===== src/rtl/raycast_pkg.sv =====
// Shared raycasting types and constants: screen geometry, pose layout and the
// scheduler state encoding.
package raycast_pkg;
    localparam int SCREEN_WIDTH = 320;
    localparam int POSE_W       = 16;

    typedef struct packed {
        logic signed [POSE_W-1:0] pos_x;
        logic signed [POSE_W-1:0] pos_y;
        logic signed [POSE_W-1:0] dir_x;
        logic signed [POSE_W-1:0] dir_y;
        logic signed [POSE_W-1:0] plane_x;
        logic signed [POSE_W-1:0] plane_y;
    } pose_t;

    typedef enum logic [2:0] {
        IDLE,
        LATCH,
        ISSUE,
        WAIT_DONE,
        SWAP_WAIT
    } sched_state_t;
endpackage


===== src/rtl/sched_sat_counter.sv =====
// Saturating up-counter with synchronous active-low reset and synchronous clear.
module sched_sat_counter #(
    parameter int W = 8
) (
    input  logic         clk,
    input  logic         rst_n,
    input  logic         clr,
    input  logic         inc,
    output logic [W-1:0] cnt
);
    always_ff @(posedge clk) begin
        if (!rst_n || clr) begin
            cnt <= '0;
        end else if (inc && (cnt != {W{1'b1}})) begin
            cnt <= cnt + 1'b1;
        end
    end
endmodule


===== src/rtl/ray_scheduler.sv =====
// Per-frame ray sequencer: latches pose, streams one request per column, counts
// completions and swaps buffers on the last pixel. Optional: RAY_SCHED_PERF_EN.
module ray_scheduler #(
    parameter int SCREEN_WIDTH = raycast_pkg::SCREEN_WIDTH,
    parameter int COL_W        = $clog2(SCREEN_WIDTH),
    parameter int POSE_W       = raycast_pkg::POSE_W,
    parameter int DROP_W       = 8
) (
    input  logic                pixel_clk_in,
    input  logic                rst_in,
    input  logic                new_frame_in,
    input  logic                video_last_pixel_in,
    input  logic [6*POSE_W-1:0] pose_in,
    output logic [6*POSE_W-1:0] pose_out,
    output logic                ray_tvalid_out,
    input  logic                ray_tready_in,
    output logic [COL_W-1:0]    ray_tdata_out,
    output logic                ray_tlast_out,
    input  logic                column_done_in,
    output logic                swap_out,
    output logic                busy_out,
    output logic [DROP_W-1:0]   frames_dropped_out,
    output logic                error_out,
    output logic [23:0]         render_cycles_out
);
    import raycast_pkg::*;

    localparam logic [COL_W:0] LAST_COL = (COL_W+1)'(SCREEN_WIDTH - 1);
    localparam logic [COL_W:0] FULL     = (COL_W+1)'(SCREEN_WIDTH);

    sched_state_t        state_q, state_d;
    logic [COL_W:0]      col_q;
    logic [COL_W:0]      done_cnt_q;
    logic [6*POSE_W-1:0] pose_q;
    logic                error_q;
    logic                counting;
    logic                in_issue;

    assign in_issue = (state_q == ISSUE);
    // Completions may overlap issuing, so counting spans everything past LATCH.
    assign counting = (state_q == ISSUE) || (state_q == WAIT_DONE) || (state_q == SWAP_WAIT);

    always_comb begin
        state_d = state_q;
        case (state_q)
            IDLE:      if (new_frame_in) state_d = LATCH;
            LATCH:     state_d = ISSUE;
            ISSUE:     if (ray_tready_in && (col_q == LAST_COL)) state_d = WAIT_DONE;
            WAIT_DONE: if (done_cnt_q == FULL) state_d = SWAP_WAIT;
            SWAP_WAIT: if (video_last_pixel_in) state_d = IDLE;
            default:   state_d = IDLE;
        endcase
    end

    always_ff @(posedge pixel_clk_in) begin
        if (!rst_in) begin
            state_q    <= IDLE;
            col_q      <= '0;
            done_cnt_q <= '0;
            pose_q     <= '0;
            error_q    <= 1'b0;
        end else begin
            state_q <= state_d;
            case (state_q)
                LATCH: begin
                    pose_q     <= pose_in;
                    col_q      <= '0;
                    done_cnt_q <= '0;
                end
                ISSUE:   if (ray_tready_in) col_q <= col_q + 1'b1;
                default: ;
            endcase
            if (column_done_in) begin
                if ((state_q == IDLE) || (counting && (done_cnt_q == FULL))) begin
                    error_q <= 1'b1;
                end else if (counting) begin
                    done_cnt_q <= done_cnt_q + 1'b1;
                end
            end
        end
    end

    // Valid comes from registered state only: no path from tready.
    assign ray_tvalid_out = in_issue;
    assign ray_tdata_out  = in_issue ? col_q[COL_W-1:0] : '0;
    assign ray_tlast_out  = in_issue && (col_q == LAST_COL);
    assign swap_out       = (state_q == SWAP_WAIT) && video_last_pixel_in;
    assign busy_out       = (state_q != IDLE);
    assign pose_out       = pose_q;
    assign error_out      = error_q;

    sched_sat_counter #(.W(DROP_W)) u_drop_cnt (
        .clk   (pixel_clk_in),
        .rst_n (rst_in),
        .clr   (1'b0),
        .inc   (new_frame_in && (state_q != IDLE)),
        .cnt   (frames_dropped_out)
    );

`ifdef RAY_SCHED_PERF_EN
    logic [23:0] perf_cnt;
    logic [23:0] render_q;

    sched_sat_counter #(.W(24)) u_perf_cnt (
        .clk   (pixel_clk_in),
        .rst_n (rst_in),
        .clr   (state_q == LATCH),
        .inc   ((state_q == ISSUE) || (state_q == WAIT_DONE)),
        .cnt   (perf_cnt)
    );

    // Capture the post-increment value so the final WAIT_DONE cycle is included.
    always_ff @(posedge pixel_clk_in) begin
        if (!rst_in) begin
            render_q <= '0;
        end else if ((state_q == WAIT_DONE) && (state_d == SWAP_WAIT)) begin
            render_q <= (perf_cnt == 24'hFF_FFFF) ? perf_cnt : perf_cnt + 1'b1;
        end
    end

    assign render_cycles_out = render_q;
`else
    assign render_cycles_out = '0;
`endif
endmodule

===== config.mk =====
export PLATFORM = sky130hd
export DESIGN_NAME = ray_scheduler
export DESIGN_NICKNAME = d
export VERILOG_FILES = /design/src/rtl/raycast_pkg.sv /design/src/rtl/sched_sat_counter.sv /design/src/rtl/ray_scheduler.sv
export SDC_FILE = /design/constraint.sdc
export NUM_CORES = 1
export LEC_CHECK = 0
export ABC_AREA = 1
export BUFFER_PORTS_ARGS = -buffer_cell sky130_fd_sc_hd__buf_2
export CAP_MARGIN = 20
export CORE_ASPECT_RATIO = 1.2
export CORE_MARGIN = 3
export CORE_UTILIZATION = 45
export DETAILED_ROUTE_END_ITERATION = 7
export PLACE_DENSITY_LB_ADDON = 0.08
export SETUP_SLACK_MARGIN = 0.4
export SYNTH_ARGS = -nofsm -noshare
export SYNTH_HDL_FRONTEND = slang
export SYNTH_SLANG_ARGS = --single-unit

===== constraint.sdc =====
create_clock -name pixel_clk_in -period 1.65 [get_ports pixel_clk_in]
set_input_delay 0.0825 -clock pixel_clk_in [delete_from_list [all_inputs] [get_ports pixel_clk_in]]
set_output_delay 0.0825 -clock pixel_clk_in [all_outputs]
set_load 0.005 [all_outputs]

==> results of run 1 <==
[synthesized netlist by cell type]
library cell  instances  share of area [%]
nand3_1              16                1.5
nor3_2                1               0.19
nand4_1              10                1.2
nor2b_1               1               0.12
ha_1                  4               0.93
buf_2                16                1.5
dfxtp_1             128                 48
a21oi_1             119                 11
clkbuf_1             14               0.98
buf_6                 2               0.42
buf_1                 2               0.14
nand4_4               1               0.39
nand2_4               2               0.42
a21oi_2               1               0.16
o21ai_0              12                1.1
inv_1                41                2.9
inv_2                 7               0.49
nor3_1                8               0.74
or2_2                 1               0.12
inv_4                 1               0.12
o21ai_1               3               0.28
o21ai_2               1               0.16
nand3_2               2               0.37
nand2_2               3               0.35
nor3b_1               1               0.14
nand2_1             257                 18
nor2_4                1               0.21
conb_1                1              0.070
nand3b_1              1               0.14
xor2_1                4               0.65
buf_4                26                3.6
nor2_1               41                2.9
nor2_2                3               0.35
nand3_4               3               0.98
[per-stage QoR]
step           cells  cell area (um^2)  hold slack (ns)  worst slack, ns
2_1_floorplan    757              5580            0.217            0.359
3_3_place_gp    1085              6690            0.331            0.183
3_5_place_dp    1085              6690            0.337            0.124
4_1_cts         1303             10200           0.0102            0.200
[cells by family after synthesis]
logic type      Yosys count
compound gates          136
xor+xnor                  4
fa+ha+maj                 4
buf+inv                 109
flops                   128
other cells               1
simple gates            352
[layer usage]
| metal | GRT overflow | GRT usage [%] |
|---|---|---|
| met2 | 402 | 112 |
| met4 | 147 | 103 |
| met1 | 1 | 82.9 |
| met3 | 1 | 68.6 |
| met5 | 0 | 10.5 |
[timing repair]
action | 4_1_cts
endpoints found under the setup margin | 139
pin swaps | 73
hold endpoints to repair | 96
cloned | 25
setup buffers | 66
gates resized for setup | 196
hold buffers | 96
==> flow_metrics.env, run 1 <==
export IMPL_status="aborted with a tool error"
export IMPL_failed_stage="5_1_grt"
export IMPL_firstError="[ERROR GRT-0232] Routing congestion too high. Check the congestion heatmap in the GUI."
export IMPL_synth_xor_area_share_pct=0.650
export IMPL_numCtsBuffers=17
export IMPL_synthSimpleGateAreaFrac_pct=27.9
export IMPL_ys_seq_area_share_pct=47.6
export IMPL_syn_area_per_cell_um2=7.34
export IMPL_netlist_instances=734
export IMPL_grt_start_max_net_pins=34
export IMPL_endpoint_type="top-level output"
export IMPL_synth_top_family_by_area="simple AND/OR/NAND/NOR gates"
export IMPL_cts_root_buffer="clkbuf_16"
export IMPL_place_detailed_hpwl_mm=10.9
export IMPL_num_rows=43
export IMPL_synth_cell_area_mm2=0.00539
export IMPL_gr_total_overflow=551
export IMPL_portBuffers=219
export IMPL_die_x_um=106
export IMPL_synthAdderAreaFrac_pct=0.929
export IMPL_synth_compound_area_share_pct=12.8
export IMPL_io_pins=244
export IMPL_cts_sinks=128
export IMPL_routabilityCongestion=0.859
export IMPL_clk_path_buf_depth=2
export IMPL_initial_core_util_pct=46.4
export IMPL_grt_usage_pct=89.0
export IMPL_yosysWarnings=0
export IMPL_ys_ff_latch=128
export IMPL_synthMuxAreaShare_pct=0
export IMPL_synthDistinctLibCells=34
export IMPL_cts_max_level=4
export IMPL_worstEndpointGrtRepair="ray_tlast_out"
export IMPL_die_h_um=126
==> inputs of run 2 (changes only) <==
Settings changed: CORE_ASPECT_RATIO 1.2 to unset, CORE_UTILIZATION 45 to 30, PLACE_DENSITY_LB_ADDON 0.08 to 0.15, SETUP_SLACK_MARGIN 0.4 to unset.
==> run 2 against run 1 <==
Compared with the run above: the flow now finishes without violations; synthesized area is the same; synthesized cell count is the same.
==> flow_metrics.env, run 2 <==
export IMPL_synth_top_area_share_pct=47.6
export IMPL_fin_crit_sh_pct=95.2
export IMPL_drive_gt1_share_pct=28.8
export IMPL_initial_core_util_pct=30.9
export IMPL_crit_buf_inv=2
export IMPL_async_flop_share_pct=0
export IMPL_routabilityCongestion=0.777
export IMPL_routed_wl_met3_mm=1.17
export IMPL_whs_ns=0.0590
export IMPL_ys_ff_latch=128
export IMPL_synth_edf_count=0
export IMPL_grt_pass1_vias=5634
export IMPL_syn_area_per_cell_um2=7.34
export IMPL_mostFrequentLayoutCell="nand2_1"
export IMPL_synth_most_common_cell="nand2_1"
export IMPL_worstPathMaxFanout=3
export IMPL_final_cell_mix="nand2_1, buf_2, dfxtp_1"
export IMPL_tritoncts="yes"
export IMPL_grt_usage_pct=16.3
export IMPL_drt_iter0_markers=197
export IMPL_cts_root_buffer="clkbuf_16"
export IMPL_cts_max_level=4
export IMPL_clock_latency_ns=0.41
export IMPL_numCtsBuffers=17
export IMPL_grt_start_max_net_pins=62
export IMPL_portBuffers=219
export IMPL_wire_per_inst_um=12.5
export IMPL_fillers=1751
export IMPL_fin_nets=1156
export IMPL_wl_met2_mm=7.55
export IMPL_clk_pin_slew_ns=0.06
export IMPL_clk_path_buf_depth=2
export IMPL_crit_arrival_ns=1.49
export IMPL_routed_wl_mm=16.1
export IMPL_fmax_mhz=637
export IMPL_place_detailed_hpwl_mm=10.3
export IMPL_synth_cell_area_mm2=0.00539
export IMPL_die_h_um=140
export IMPL_ys_top_cells_by_area="dfxtp_1, nand2_1, a21oi_1"
export IMPL_avgViaCountPerCell=4.37
export IMPL_cp_slowest_cell="dfxtp_2"
export IMPL_cts_sinks=128
export IMPL_gr_total_overflow=0
export IMPL_ant_nets=0
export IMPL_firstDrtPassIters=4
export IMPL_maxUsedRoutingLayer="met4"
export IMPL_drv_cap=0
export IMPL_power_density_mw_per_mm2=1370
export IMPL_setup_viol=0
export IMPL_die_x_um=140
export IMPL_min_path_type="input port to register"
export IMPL_final_util_pct=47.6
export IMPL_grt_pass1_wl_mm=26.6
export IMPL_max_stage_delay_ns=0.35
export IMPL_num_rows=48
export IMPL_largest_reg_flops=96
export IMPL_status="completed"
export IMPL_netlist_instances=734
export IMPL_areaGrowthSynthToFinish_pct=53.9
export IMPL_drt_met1_wl_mm=7.16
export IMPL_fin_worst_skew_ns=0.00770
export IMPL_critPathKind="register to primary output"
export IMPL_io_pins=244
export IMPL_antenna_found_initial=0
export IMPL_final_max_slew_viol_count=0
export IMPL_hold_viol=0
export IMPL_core_area_mm2=0.0174
export IMPL_synth_commonest_cells="nand2_1, dfxtp_1, a21oi_1, inv_1, nor2_1"
export IMPL_cp_start_kind="register"
export IMPL_end_kind="primary output"
export IMPL_cp_top_family="simple AND/OR/NAND/NOR gates"
export IMPL_worstPathRequired_ns=1.57
export IMPL_routed_via_count=5629
export IMPL_die_area_mm2=0.0196
export IMPL_period_needed_ns=1.57
export IMPL_drc_errors=0
export IMPL_yosysWarnings=0
export IMPL_diodes=0
export IMPL_p_leak_nw=3.77
export IMPL_yosysTopAreaCell="dfxtp_1"
export IMPL_ir_drop_v=0.000871
export IMPL_synth_flop_cell="dfxtp_1"
export IMPL_synthDistinctLibCells=34
export IMPL_fin_setup_tns_ns=0
export IMPL_ys_seq_area_share_pct=47.6
export IMPL_worstPathCellList="ha_4 > nand3_2 > nor2_4 > buf_6 > nand2_1 > nor2_1 > buf_2"
[run 2: cell counts after synthesis]
Identical to the previous run, type by type.
[run 2: metrics by stage]
stage | instances | setup WS [ns] | instance area, um^2 | power, mW
2_1_floorplan | 757 | 0.248 | 5470 | 6.29
3_3_place_gp | 1154 | 0.121 | 6660 | 7.60
3_5_place_dp | 1154 | 0.0820 | 6660 | 7.58
4_1_cts | 1282 | 0.00227 | 8190 | 11.4
5_1_grt | 1287 | -0.0153 | 8290 | 12.2
6_report | 1287 | 0.0796 | 8290 | 11.4
[run 2: worst reg2reg max path, stage by stage, from the launching register on]
cell and delay [ns]:
dfxtp_1 0.33, inv_2 0.08, ha_1 0.14, nand2_1 0.06, nor2_1 0.11, nand3_2 0.18, o21ai_0 0.34, a21oi_1 0.11
nor2_1 0.09
[run 2: area by class of cell]
class,instances,area [um^2],share of cell area (%)
Clock buffer,17,425,5.13
Clock inverter,14,134,1.61
Inverter,49,190,2.29
Multi-Input combinational cell,521,2430,29.3
Sequential cell,128,2570,31.0
Tap cell,225,282,3.40
Timing Repair Buffer,333,2260,27.3
[run 2: worst paths after layout]
check,depth (start not counted),startpoint,slack (ns),endpoint
worst min-delay path,5,ray_tready_in,0.06,col_q[1]
worst max-delay path,7,col_q[0],0.08,ray_tlast_out
worst min register to register,2,pose_out[87],0.46,pose_out[87]
worst max register to register,8,done_cnt_q[0],0.15,error_out
[run 2: where the power goes]
group	total, mW	internal [mW]	switching, mW
Sequential	4.05	3.70	0.349
Clock	3.58	2.09	1.49
Combinational	3.73	1.53	2.20
[run 2: kinds of logic (layout without fill, tap and decap cells)]
logic type | Yosys count | after routing | synth area share (%)
other cells | 1 | 24 | 0.0696
compound gates | 136 | 136 | 12.8
buf+inv | 109 | 413 | 10.1
xor+xnor | 4 | 4 | 0.650
flops | 128 | 128 | 47.6
simple gates | 352 | 353 | 27.9
fa+ha+maj | 4 | 4 | 0.929
[run 2: repair_timing]
item | CTS | global route
buffers inserted | 0 | 4
pin swaps | 0 | 4
gates resized for setup | 2 | 18
endpoints found under the setup margin | 1 | 18
hold buffers | 97 | 0
endpoints found under the hold margin | 98 | 0
gates cloned | 0 | 1
[run 2: routing by layer]
metal | global-route usage [%] | up-vias
li1 | - | 2924
met1 | 19.7 | 2521
met2 | 26.8 | 164
met3 | 6.45 | 20
met4 | 5.00 | 0
met5 | 0 | -
No activity file was read; power rests on OpenSTA's default activity.
